===== src/rtl/legv8_pkg.sv =====
// ---------------------------------------------------------------------------
// legv8_pkg
// Shared constants and types for the LEGv8 front end.
// INSTR_W, OPCODE_W : instruction word width and opcode field width.
// OPCODE_MSB/LSB    : where the opcode sits in an instruction word. The
//                     control decoder consumes this field.
// INSTR_BYTES       : PC increment between sequential instructions.
// fetch_state_t     : the states of the instruction fetch FSM.
// ---------------------------------------------------------------------------
package legv8_pkg;

    localparam int INSTR_W     = 32;
    localparam int OPCODE_W    = 11;
    localparam int OPCODE_MSB  = 31;
    localparam int OPCODE_LSB  = 21;
    localparam int INSTR_BYTES = 4;

    typedef enum logic [2:0] {
        IDLE,
        FETCH,
        HOLD,
        FLUSH,
        FAULT
    } fetch_state_t;

endpackage


===== src/rtl/branch_target_adder.sv =====
// ---------------------------------------------------------------------------
// branch_target_adder
// Purely combinational branch target computation for the fetch unit.
// The result wraps modulo 2^ADDR_W.
// Ports:
//   pc_i         : PC of the branching instruction
//   offset_i     : sign-extended word offset
//   target_o     : pc_i + (offset_i << 2)
//   misaligned_o : target is not word aligned. Only pc_i[1:0] can cause this,
//                  because the shifted offset always has zero low bits.
// ---------------------------------------------------------------------------
module branch_target_adder #(
    parameter int ADDR_W = 64
) (
    input  logic [ADDR_W-1:0] pc_i,
    input  logic [ADDR_W-1:0] offset_i,
    output logic [ADDR_W-1:0] target_o,
    output logic              misaligned_o
);

    assign target_o     = pc_i + (offset_i << 2);
    assign misaligned_o = |target_o[1:0];

endmodule


===== src/rtl/instr_fetch_unit.sv =====
// ---------------------------------------------------------------------------
// instr_fetch_unit
// Owns the program counter and fetches words from instruction memory over a
// req/ready handshake. It holds the fetched word in an output register that
// feeds the control decoder. It also handles branch redirect, downstream
// stall and fetch timeout.
// Ports:
//   clk, rst_n         : clock and asynchronous active-low reset
//   imem_req/addr      : fetch request and byte address (stable while req high)
//   imem_ready/rdata   : memory response; may come in the same cycle as req
//   branch_taken/pc/offset : single-cycle redirect from execute
//   stall              : downstream cannot take the current if_* contents
//   if_valid/pc/instr/opcode : held instruction and its opcode field
//   fetch_fault        : sticky timeout / misaligned-target fault
// ---------------------------------------------------------------------------
module instr_fetch_unit
    import legv8_pkg::*;
#(
    parameter int                ADDR_W   = 64,
    parameter logic [ADDR_W-1:0] RESET_PC = '0,
    parameter int                MAX_WAIT = 15
) (
    input  logic                clk,
    input  logic                rst_n,
    output logic                imem_req,
    output logic [ADDR_W-1:0]   imem_addr,
    input  logic                imem_ready,
    input  logic [INSTR_W-1:0]  imem_rdata,
    input  logic                branch_taken,
    input  logic [ADDR_W-1:0]   branch_pc,
    input  logic [ADDR_W-1:0]   branch_offset,
    input  logic                stall,
    output logic                if_valid,
    output logic [ADDR_W-1:0]   if_pc,
    output logic [INSTR_W-1:0]  if_instr,
    output logic [OPCODE_W-1:0] if_opcode,
    output logic                fetch_fault
);

    fetch_state_t        state_q, state_d;
    logic [ADDR_W-1:0]   pc_q, pc_d;
    logic [ADDR_W-1:0]   flushAddr_q, flushAddr_d;
    logic [7:0]          wait_q, wait_d;
    logic                ifValid_q, ifValid_d;
    logic [ADDR_W-1:0]   ifPc_q, ifPc_d;
    logic [INSTR_W-1:0]  ifInstr_q, ifInstr_d;
    logic                fault_q, fault_d;

    logic [ADDR_W-1:0]   target;
    logic                misaligned;
    logic                outputFull;
    logic                reqActive;
    logic                waiting;
    logic [7:0]          waitInc;
    logic                timeout;
    logic                consume;

    branch_target_adder #(
        .ADDR_W (ADDR_W)
    ) u_target (
        .pc_i         (branch_pc),
        .offset_i     (branch_offset),
        .target_o     (target),
        .misaligned_o (misaligned)
    );

    // The output register is full when it holds a word that downstream will
    // not take. A new request is started only when a returning word could be
    // captured. This prevents an unconsumed word from being overwritten.
    assign outputFull = ifValid_q && stall;
    assign consume    = ifValid_q && !stall;
    assign reqActive  = ((state_q == FETCH) && !outputFull) || (state_q == FLUSH);
    assign waiting    = reqActive && !imem_ready;
    assign waitInc    = wait_q + 8'd1;
    assign timeout    = waiting && (waitInc == 8'(MAX_WAIT));

    // Next-state logic. A misaligned branch and a timeout both end in the
    // sticky FAULT state. A good branch redirects the PC and flushes the
    // output register. If a request is still outstanding, the FSM parks in
    // FLUSH so the memory sees a stable request until it answers.
    always_comb begin
        state_d     = state_q;
        pc_d        = pc_q;
        flushAddr_d = flushAddr_q;
        wait_d      = wait_q;
        ifValid_d   = ifValid_q;
        ifPc_d      = ifPc_q;
        ifInstr_d   = ifInstr_q;
        fault_d     = fault_q;

        case (state_q)
            IDLE, FETCH, HOLD, FLUSH: begin
                wait_d = waiting ? waitInc : 8'd0;
                if (branch_taken && misaligned) begin
                    fault_d   = 1'b1;
                    state_d   = FAULT;
                    ifValid_d = 1'b0;
                    wait_d    = 8'd0;
                end else if (timeout) begin
                    fault_d = 1'b1;
                    state_d = FAULT;
                    wait_d  = 8'd0;
                end else if (branch_taken) begin
                    pc_d      = target;
                    ifValid_d = 1'b0;
                    if (waiting) begin
                        state_d     = FLUSH;
                        flushAddr_d = (state_q == FLUSH) ? flushAddr_q : pc_q;
                    end else begin
                        state_d = FETCH;
                    end
                end else begin
                    if (consume) begin
                        ifValid_d = 1'b0;
                    end
                    case (state_q)
                        IDLE: state_d = FETCH;
                        FETCH: begin
                            if (outputFull) begin
                                state_d = HOLD;
                            end else if (imem_ready) begin
                                ifInstr_d = imem_rdata;
                                ifPc_d    = pc_q;
                                ifValid_d = 1'b1;
                                pc_d      = pc_q + ADDR_W'(INSTR_BYTES);
                            end
                        end
                        HOLD: begin
                            if (!stall) begin
                                state_d = FETCH;
                            end
                        end
                        FLUSH: begin
                            if (imem_ready) begin
                                state_d = FETCH;
                            end
                        end
                        default: ;
                    endcase
                end
            end
            default: ;
        endcase
    end

    // State and datapath registers. Reset is asynchronous, so every output
    // goes to zero as soon as rst_n falls, even in the middle of a request.
    always_ff @(posedge clk or negedge rst_n) begin
        if (!rst_n) begin
            state_q     <= IDLE;
            pc_q        <= RESET_PC;
            flushAddr_q <= '0;
            wait_q      <= 8'd0;
            ifValid_q   <= 1'b0;
            ifPc_q      <= '0;
            ifInstr_q   <= '0;
            fault_q     <= 1'b0;
        end else begin
            state_q     <= state_d;
            pc_q        <= pc_d;
            flushAddr_q <= flushAddr_d;
            wait_q      <= wait_d;
            ifValid_q   <= ifValid_d;
            ifPc_q      <= ifPc_d;
            ifInstr_q   <= ifInstr_d;
            fault_q     <= fault_d;
        end
    end

    // During FLUSH the memory still serves the stale request, so the address
    // it was given is presented instead of the already redirected PC.
    assign imem_req    = reqActive;
    assign imem_addr   = (state_q == FLUSH) ? flushAddr_q :
                         (state_q == FETCH) ? pc_q : '0;
    assign if_valid    = ifValid_q;
    assign if_pc       = ifPc_q;
    assign if_instr    = ifInstr_q;
    assign if_opcode   = ifInstr_q[OPCODE_MSB:OPCODE_LSB];
    assign fetch_fault = fault_q;

endmodule


===== config.mk =====
export PLATFORM = sky130hd
export DESIGN_NAME = instr_fetch_unit
export DESIGN_NICKNAME = d
export VERILOG_FILES = /design/src/rtl/legv8_pkg.sv /design/src/rtl/branch_target_adder.sv /design/src/rtl/instr_fetch_unit.sv
export SDC_FILE = /design/constraint.sdc
export NUM_CORES = 1
export LEC_CHECK = 0
export ABC_AREA = 1
export BUFFER_PORTS_ARGS = -buffer_cell sky130_fd_sc_hd__clkbuf_2
export CAP_MARGIN = 15
export CELL_PAD_IN_SITES_DETAIL_PLACEMENT = 0
export CELL_PAD_IN_SITES_GLOBAL_PLACEMENT = 1
export CORE_AREA = 4 4 214 216
export CTS_CLUSTER_DIAMETER = 120
export CTS_CLUSTER_SIZE = 40
export DETAILED_ROUTE_END_ITERATION = 12
export DIE_AREA = 0 0 218 220
export PLACE_DENSITY = 0.83
export SETUP_SLACK_MARGIN = 0.02
export SLEW_MARGIN = 5
export SYNTH_ARGS = -nofsm -noshare
export SYNTH_HDL_FRONTEND = slang
export SYNTH_SLANG_ARGS = --single-unit

===== constraint.sdc =====
create_clock -name clk -period 2.1 [get_ports clk]
set_input_delay 0.21 -clock clk [delete_from_list [all_inputs] [get_ports clk]]
set_output_delay 0.21 -clock clk [all_outputs]
set_load 0.02 [all_outputs]

-- Word level (Yosys, flattened, before mapping)
Cells that the tools add are included.
- output and inout bits: 174
- bits in writable memories: 0
- flip-flop bits (word level): 237
- memories: 0
- bits in read-only memories: 0
- bits of input ports: 165
- logic and storage cells: 74
- latch bits: 0
- divide/modulo/power cells: 0
- reductions and logical operators: 23
- equality and inequality tests: 9
- add/sub/neg operators: 3
- magnitude comparators: 0
- bitwise logic cells: 5
- multiplexer cells: 26
- $mul: 0
- shifts and indexed selects: 0
- operator list (cell ; count):
    2-to-1 mux 64 bit ; 6
    adder 64 x 3 -> 64 bit, second input constant ; 1
    adder 64 bit ; 1
    2-to-1 mux 8 bit ; 3
    2-to-1 mux 3 bit ; 6
    one-hot mux 3 bit (4 select lines) ; 1
    AND reduction 6 bit ; 2
    != test 5 bit, second input constant ; 2
    2-to-1 mux 1 bit ; 9
    adder 8 x 1 -> 8 bit, second input constant ; 1
    equality test 8 x 4 -> 1 bit, second input constant ; 1
    AND reduction 7 bit ; 1
    nonzero test 7 bit ; 1
    equality test 3 x 2 -> 1 bit, second input constant ; 2
    logical AND 1 bit ; 6
    nonzero test 2 bit ; 3
    != test 5 x 4 -> 1 bit, second input constant ; 1
    inverter 1 bit ; 5
    AND reduction 5 bit ; 1
    AND reduction 2 bit ; 2
    OR reduction 4 bit ; 1
    equality test 3 x 1 -> 1 bit, second input constant ; 1
    logical NOT 1 bit ; 3
    logical NOT 3 bit ; 1
    other kinds (5) ; 5

-- Depth between registers and ports, before layout
Gate-level depths: netlist of run 1.
- depth after elaboration: 9
- depth in mapped cells: 16
- depth with buffers taken out: 16

-- By module
From an unflattened synthesis of run 1, not the netlist that was laid out.
- cells, all modules: 2891
- area, all modules: 18560.3 um2
- modules (own cells, without submodules) (module ; cells each ; sequential area each (um2) ; times used ; area an instance (um2)):
    instr_fetch_unit ; 1664 ; 5930.7 ; 1 ; 12884.9
    branch_target_adder ; 1227 ; 0.0 ; 1 ; 5675.4

-- Worst setup path after synthesis of run 1
No wires, ideal clock.
- kind: reg2reg
- start point: register state_q[2]
- end point: register flushAddr_q[53]
- setup time: 0.124 ns
- clock period less this slack: 1.920 ns
- required time: 1.976 ns
- stages on the path, launching flop included: 16
- path buffers: 3
- path slack: 0.180 ns
- data arrival time: 1.796 ns
- cells stage by stage: dfrtp_1 buf_6 inv_2 nand3_1 a21oi_2 inv_2 nand2_2 nand2_2 nor2_2 nand3_4 nand2_2 inv_4 nand4_4 buf_12 buf_4 o21ai_1
- cells in the longest elaborated chain, start to end: 7
- elaborated cells on any way between the ends: 12
- classes of those cells: 3 x eq/ne; 2 x bitwise; 7 x reduce/logical
- RTL lines (element ; RTL line ; source):
    start, declared ; instr_fetch_unit.sv:40 ; fetch_state_t state_q, state_d;
    start signal, assigned ; instr_fetch_unit.sv:159 ; state_q <= state_d;
    equality test 3 x 1 -> 1 bit ; instr_fetch_unit.sv:72 ; assign reqActive = ((state_q == FETCH) && !outputFull) || (state_q == FLUSH);
    logical AND 1 bit ; instr_fetch_unit.sv:72 ;
    logical OR 1 bit (*) ; instr_fetch_unit.sv:72 ;
    via imem_req ; instr_fetch_unit.sv:25 ; output logic imem_req,
    logical AND 1 bit (*) ; instr_fetch_unit.sv:73 ; assign waiting = reqActive && !imem_ready;
    logical AND 1 bit ; instr_fetch_unit.sv:75 ; assign timeout = waiting && (waitInc == 8'(MAX_WAIT));
    inverter 1 bit (no line) ; n/a ;
    AND reduction 6 bit (no line) (*) ; n/a ;
    end signal, assigned ; instr_fetch_unit.sv:161 ; flushAddr_q <= flushAddr_d;
    end, declared ; instr_fetch_unit.sv:42 ; logic [ADDR_W-1:0] flushAddr_q, flushAddr_d;
Mark *: on every way through the listed nets, which the timed path passes. The rest lies on a longest branch.
A chain may end at the register's enable or synchronous reset.

-- Final worst setup path of run 1
- start point: register state_q[0]
- end point: register pc_q[57]
- cells in the longest elaborated chain, start to end: 7
- elaborated cells on any way between the ends: 12
- classes of those cells: 3 x eq/ne; 1 x bitwise; 8 x reduce/logical
- RTL lines (element ; RTL line ; source):
    equality test 3 x 1 -> 1 bit ; instr_fetch_unit.sv:72, instr_fetch_unit.sv:91, instr_fetch_unit.sv:116 ;
    logical AND 1 bit ; instr_fetch_unit.sv:72 ;
    logical OR 1 bit ; instr_fetch_unit.sv:72 ;
    logical AND 1 bit ; instr_fetch_unit.sv:73 ;
    logical AND 1 bit ; instr_fetch_unit.sv:75 ;
    inverter 1 bit (no line) ; n/a ;
    AND reduction 6 bit (no line) (*) ; n/a ;
    end signal, assigned ; instr_fetch_unit.sv:160 ; pc_q <= pc_d;
    end, declared ; instr_fetch_unit.sv:41 ; logic [ADDR_W-1:0] pc_q, pc_d;
Mark *: on every way between the ends. The rest lies on a longest branch, timed or not.

==> results.sh, run 1 <==
export IMPL_synth_edf_count=0
export IMPL_drt_total_wl_um=71930
export IMPL_critical_path_max_fanout=5
export IMPL_grt_overflow_total=0
export IMPL_status="finished, violations left"
export IMPL_ys_flop_type="dfrtp_1"
export IMPL_dieArea_um2=47960
export IMPL_path_depth=15
export IMPL_failed_checks="setup timing"
export IMPL_period_minus_slack_ps=2280
export IMPL_cts_sinks=237
export IMPL_r2r_end="pc_q[57]$_DFFE_PN0P_"
export IMPL_num_vias=19900
export IMPL_synthTopCellsByCount="nand2_1, inv_1, dfrtp_1, nor2_1, o21ai_0"
export IMPL_powerDensity_nw_per_um2=388.5
export IMPL_startpoint_type="flop"
export IMPL_finalNetCount=3524
export IMPL_min_from="imem_rdata[24]"
export IMPL_antenna_found_initial=0
export IMPL_fin_util_pct=56.37
export IMPL_grt_max_degree=99
export IMPL_diodes=0
export IMPL_drive_above_1_share_pct=29.30
export IMPL_worst_setup_path_type="flop to flop"
export IMPL_via_per_inst=5.123
export IMPL_drcViolationCount=0
export IMPL_grtUsageTotal_pct=27.57
export IMPL_slew_headroom_pct=35.77
export IMPL_cp_arrival_ps=2670
export IMPL_holdPathStages=2
export IMPL_power_leakage_nw=14.22
export IMPL_cts_htree_levels=1
export IMPL_seq_area_frac_synth_pct=33.98
export IMPL_place_area_um2=21470
export IMPL_grt_pass1_wl_um=105000
export IMPL_dp_hpwl_um=53120
export IMPL_fp_dieW_um=218
export IMPL_cp_end_kind="flop"
export IMPL_fmax_mhz=438.7
export IMPL_worst_slack_ps=-179.7
export IMPL_coreArea_um2=43930
export IMPL_io_pin_count=339
export IMPL_r2r_slack_ps=-180
export IMPL_synthCells=2658
export IMPL_clk_latency_ps=510
export IMPL_syn_nets=2888
export IMPL_syn_mean_instance_area_um2=6.566
export IMPL_clk_pin_slew_ps=150
export IMPL_synth_most_common_cell="nand2_1"
export IMPL_worstRegToRegCells=15
export IMPL_hold_path_end="if_instr[24]$_DFFE_PN0P_"
export IMPL_hold_viol=0
export IMPL_ir_drop_mv=0.4513
export IMPL_setup_viol=170
export IMPL_yosys_warnings=0
export IMPL_grt_pass1_vias=19060
export IMPL_tightest_slew_ps=957.0
export IMPL_synth_cell_types=49
export IMPL_rsz0062_at_grt="yes"
export IMPL_finalPower_w=0.009622
export IMPL_synth_area_um2=17450
export IMPL_initial_core_util_pct=39.73
export IMPL_ys_seq_elements=237
export IMPL_final_area_um2=24770
export IMPL_detail_route_antenna_nets=0
export IMPL_cp_buffers_inverters=7
export IMPL_cts_path_max_buffers=3
export IMPL_first_pass_iters=8
export IMPL_hold_path_class="primary input to flop"
export IMPL_crit_chain="inv_2 -> nor3_4 -> buf_6 -> buf_6 -> inv_6 -> nand2_4 -> nand2_4 -> nor2_4 -> nand3_4 -> nand3_4 -> buf_12 -> buf_12 -> clkbuf_16 -> nand2_1 -> a21boi_1"
export IMPL_fp_row_count=77
export IMPL_syn_to_final_growth_pct=41.90
export IMPL_placement_io_buffers=336
export IMPL_cts_tree="yes"
export IMPL_timing_final_crit_share_pct=108.6
export IMPL_drt_iter0_drc=1673
export IMPL_slew_violations=0
export IMPL_cpPeakStageDelay_ps=400
export IMPL_synth_top_area_share_pct=33.98
export IMPL_die_h_um=220
export IMPL_synth_area_leader_cell="dfrtp_1"
export IMPL_cap_violations=0
export IMPL_worst_path_max_delay_cell="dfrtp_1"
export IMPL_cts_root_buf="clkbuf_16"
export IMPL_netlist_top_cells_area="dfrtp_1, nand2_1, inv_1"
export IMPL_crit_family="simple AND/OR/NAND/NOR gates"
export IMPL_final_setup_tns_ps=-14380
export IMPL_cts_made_buffers=9
export IMPL_async_flop_share_pct=100.0
export IMPL_worstReg2RegStart="state_q[0]$_DFFE_PN0P_"
export IMPL_routabilityCongestion=0.9509
export IMPL_required_ps=2490
export IMPL_fin_skew_ps=36.15
export IMPL_routedWlPerCell_um=18.51
[power by group]
group          switching [W]  leakage [nW]  internal, W
clock network        0.00143         0.115     0.000789
logic                0.00164          11.2      0.00106
registers          0.0000548          2.86      0.00465
total                0.00312          14.2      0.00650
[worst register-to-register path: stages (launching register included)]
cell and delay (ps):
dfrtp_1 400, inv_2 60, nor3_4 260, buf_6 160, buf_6 110, inv_6 30, nand2_4 60, nand2_4 70
nor2_4 110, nand3_4 120, nand3_4 170, buf_12 170, buf_12 120, clkbuf_16 150, nand2_1 50, a21boi_1 130
[registers in the layout (all words and copies together) (netlist names)]
| name | cells |
|---|---|
| if_valid | 1 |
| pc_q | 64 |
| if_instr | 32 |
| wait_q | 8 |
| if_pc | 64 |
| flushAddr_q | 64 |
| fetch_fault | 1 |
| state_q | 3 |
[how the worst max path moves through the flow]
| stage | startpoint | endpoint |
|---|---|---|
| 6_report | state_q[0]$_DFFE_PN0P_ | pc_q[57]$_DFFE_PN0P_ |
| 5_1_grt | state_q[2]$_DFFE_PN0P_ | flushAddr_q[32]$_DFFE_PN0P_ |
| 4_1_cts | state_q[2]$_DFFE_PN0P_ | imem_addr[23] |
| 3_5_place_dp | wait_q[1]$_DFFE_PN0N_ | pc_q[14]$_DFFE_PN0P_ |
| 3_3_place_gp | branch_pc[23] | pc_q[57]$_DFFE_PN0P_ |
| 2_1_floorplan | state_q[2]$_DFFE_PN0P_ | flushAddr_q[53]$_DFFE_PN0P_ |
[cell usage in the layout (no fill, tap or decap), drive strengths merged, types with 64 or more instances in the layout]
master and count:
nand2 917, inv 370, buf 358, clkbuf 327, o21ai 276, dfrtp 237
nor2 216, nand3 136, a21oi 127, ha 64
[per-layer routing]
layer  wire length [um]  vias to the layer above  part of all wire (%)  GRT usage (%)
met5                  0                        -                     0              0
met4               2216                        0                   3.1          6.699
met3               4379                      111                   6.1          1.737
met2              34300                      716                    48          48.14
met1              31030                     9314                    43          37.58
li1                   -                     9760                     -              -
[repair_timing]
item                                   CTS  global route
setup buffers                           26            25
hold buffers                            31             1
endpoints found under the hold margin  198             1
pin swaps                                3            35
cloned                                  12            23
gates resized for setup                191           329
setup endpoints to repair              155           199
[cell type report]
class	count	area [um2]
clock buffer	9	225.2
clock inverter	1	5.005
fill	4186	19170
inverter	372	1430
multi-input combinational	1965	10620
sequential	237	5938
tap	592	740.7
timing repair buffer	709	5812
[per-stage QoR]
step,setup WS (ps),instances,hold WS [ps]
6_report,-179.7,3885,11.39
5_1_grt,-219.7,3885,11.57
4_1_cts,-87.79,3841,9.979
3_5_place_dp,-209.5,3762,115.0
3_3_place_gp,-195.7,3762,110.1
2_1_floorplan,180.4,2658,-85.59
[kinds of logic (layout without fill, tap and decap cells)]
group / Yosys count / in the layout / share of synthesized area, %
simple gates: 1373 / 1373 / 32.31
fa+ha+maj: 65 / 65 / 4.703
compound gates: 463 / 463 / 14.37
mux: 32 / 32 / 2.065
flops: 237 / 237 / 33.98
buf+inv: 456 / 1091 / 10.96
xor+xnor: 32 / 32 / 1.606
(Power assumes the default switching activity.)
==> run 2, diff against run 1 <==
Settings changed: CELL_PAD_IN_SITES_DETAIL_PLACEMENT 0 to 1, CELL_PAD_IN_SITES_GLOBAL_PLACEMENT 1 to 2, CORE_AREA 4 4 214 216 to 4 4 247 249, DIE_AREA 0 0 218 220 to 0 0 251 253, PLACE_DENSITY 0.83 to 0.81.
==> results.sh, run 2 (synthesized netlist as in run 1, its figures left out) <==
export IMPL_worst_setup_path_type="flop to flop"
export IMPL_fp_dieW_um=251
export IMPL_fmax_mhz=434.4
export IMPL_cap_violations=0
export IMPL_cpPeakStageDelay_ps=460
export IMPL_worst_slack_ps=-202.0
export IMPL_cts_root_buf="clkbuf_16"
export IMPL_p_sw_w=0.003268
export IMPL_post_place_ws_ps=-299.5
export IMPL_fin_skew_ps=34.09
export IMPL_grt_pass1_wl_um=120700
export IMPL_critical_path_max_fanout=19
export IMPL_power_frac_seq_pct=48.2
export IMPL_cts_made_buffers=9
export IMPL_power_internal_w=0.006504
export IMPL_power_leakage_nw=13.82
export IMPL_drive_above_1_share_pct=28.56
export IMPL_final_setup_tns_ps=-21640
export IMPL_cts_htree_levels=1
export IMPL_swShare_pct=33.44
export IMPL_ir_drop_mv=0.6260
export IMPL_first_pass_iters=5
export IMPL_grt_overflow_total=0
export IMPL_combPwrFrac_pct=28.6
export IMPL_num_vias=20180
export IMPL_grtUsageTotal_pct=23.94
export IMPL_routabilityCongestion=0.9492
export IMPL_placement_io_buffers=336
export IMPL_failed_checks="setup timing"
export IMPL_dp_hpwl_um=63050
export IMPL_cp_end_kind="flop"
export IMPL_tightest_slew_ps=612.6
export IMPL_detail_route_antenna_nets=0
export IMPL_fp_row_count=89
export IMPL_routedWlPerCell_um=20.46
export IMPL_grt_max_degree=88
export IMPL_grt_pass1_vias=21000
export IMPL_drcViolationCount=0
export IMPL_period_minus_slack_ps=2302
export IMPL_cts_path_max_buffers=3
export IMPL_powerDensity_nw_per_um2=394.5
export IMPL_io_pin_count=339
export IMPL_rsz0062_at_grt="yes"
export IMPL_clk_pin_slew_ps=170
export IMPL_drt_iter0_drc=1056
export IMPL_via_per_inst=4.964
export IMPL_antenna_found_initial=0
export IMPL_cp_arrival_ps=2690
export IMPL_syn_to_final_growth_pct=41.93
export IMPL_setup_viol=192
export IMPL_worst_path_max_delay_cell="dfrtp_1"
export IMPL_hold_viol=0
export IMPL_status="finished, violations left"
export IMPL_dieArea_um2=63500
export IMPL_layout_common_cells="nand2_1, inv_1, buf_4, clkbuf_2, dfrtp_1"
export IMPL_crit_family="buffers and inverters"
export IMPL_drt_total_wl_um=83140
export IMPL_slew_headroom_pct=59.16
export IMPL_clk_latency_ps=520
export IMPL_required_ps=2490
export IMPL_diodes=0
export IMPL_startpoint_type="flop"
export IMPL_p_clk_share_pct=23.1
export IMPL_die_h_um=253
export IMPL_hold_path_class="primary input to flop"
export IMPL_slew_violations=0
export IMPL_cp_buffers_inverters=6
export IMPL_finalNetCount=3522
export IMPL_crit_chain="buf_6 -> buf_4 -> buf_4 -> ha_1 -> nand2_2 -> nor3_4 -> nand3_4 -> nand2_4 -> inv_4 -> nand4_4 -> clkbuf_16 -> clkbuf_16 -> o21ai_1"
export IMPL_timing_final_crit_share_pct=109.6
export IMPL_fin_util_pct=42.21
export IMPL_initial_core_util_pct=29.74
export IMPL_cts_sinks=237
export IMPL_coreArea_um2=58690
export IMPL_cts_tree="yes"
export IMPL_final_common_cell="nand2_1"
-- run 2: cell count changes in the layout (fill, tap and decap cells not counted), moves of 11 or more --
cell,before,now
buf_6,42,21
o21ai_1,85,60
clkbuf_8,1,14
nand2_1,830,852
o21ai_0,131,161
buf_4,272,296
nand2_4,32,16
clkbuf_4,29,6
o21ai_4,11,0
-- run 2: what timing repair did --
action | CTS | global route
gates cloned | 11 | 24
hold buffers | 33 | 0
gates resized for setup | 179 | 250
setup endpoints to repair | 190 | 260
hold endpoints to repair | 96 | 0
pin swaps | 9 | 36
setup buffers | 27 | 17
-- run 2: per-stage QoR --
| stage | total power [W] | instance area [um2] | hold WS (ps) | instances |
|---|---|---|---|---|
| final | 0.009772 | 24770 | 136.2 | 4064 |
| after global routing | 0.01029 | 24770 | 167.1 | 4064 |
| after CTS | 0.009856 | 23540 | 99.79 | 4029 |
| after detailed placement | 0.007511 | 21790 | 239.9 | 3948 |
| after global placement | 0.007454 | 21790 | 233.9 | 3948 |
| after floorplan | 0.006146 | 17450 | -85.59 | 2658 |
-- run 2: final cells by class --
| type | count | area (um2) |
|---|---|---|
| repair buffers | 705 | 5744 |
| inverters | 372 | 1409 |
| multi-input cells | 1967 | 10490 |
| clock inverters | 1 | 5.005 |
| flip-flops and latches | 237 | 5934 |
| well taps | 773 | 967.2 |
| clock buffers | 9 | 225.2 |
| fillers | 7477 | 33910 |
-- run 2: final timing paths --
| path | start | end | slack (ps) | depth (start not counted) |
|---|---|---|---|---|
| max in group asynchronous | rst_n | if_pc[57]$_DFFE_PN0P_ | 1110 | 3 |
| max | wait_q[1]$_DFFE_PN0N_ | flushAddr_q[7]$_DFFE_PN0P_ | -200 | 13 |
| min | branch_offset[0] | pc_q[2]$_DFFE_PN0P_ | 140 | 6 |
| min in group asynchronous | rst_n | if_pc[8]$_DFFE_PN0P_ | 260 | 2 |
| min reg2reg | if_pc[32]$_DFFE_PN0P_ | if_pc[32]$_DFFE_PN0P_ | 500 | 2 |
| max reg2reg | wait_q[1]$_DFFE_PN0N_ | flushAddr_q[7]$_DFFE_PN0P_ | -200 | 13 |
-- run 2: layer usage --
layer	global-route usage (%)	routed length [um]
met5	0	0
met4	5.342	2166
met3	1.469	2842
met2	43.72	41870
met1	31.23	36260
-- run 2: worst reg2reg max path, stage by stage, from the launching register on --
cell       delay, ps
dfrtp_1          460
buf_6            140
buf_4            100
buf_4            100
ha_1             170
nand2_2           80
nor3_4           240
nand3_4          140
nand2_4          110
inv_4             40
nand4_4           90
clkbuf_16        220
clkbuf_16        220
o21ai_1           70
-- run 2: power groups by stage --
| stage | sequential, W | clock [W] | combinational, W |
|---|---|---|---|
| floorplan | 0.00490 | 0 | 0.00125 |
| global placement | 0.00479 | 0 | 0.00266 |
| detailed placement | 0.00480 | 0 | 0.00271 |
| CTS | 0.00471 | 0.00236 | 0.00278 |
| global route | 0.00473 | 0.00247 | 0.00310 |
| finish | 0.00471 | 0.00226 | 0.00280 |
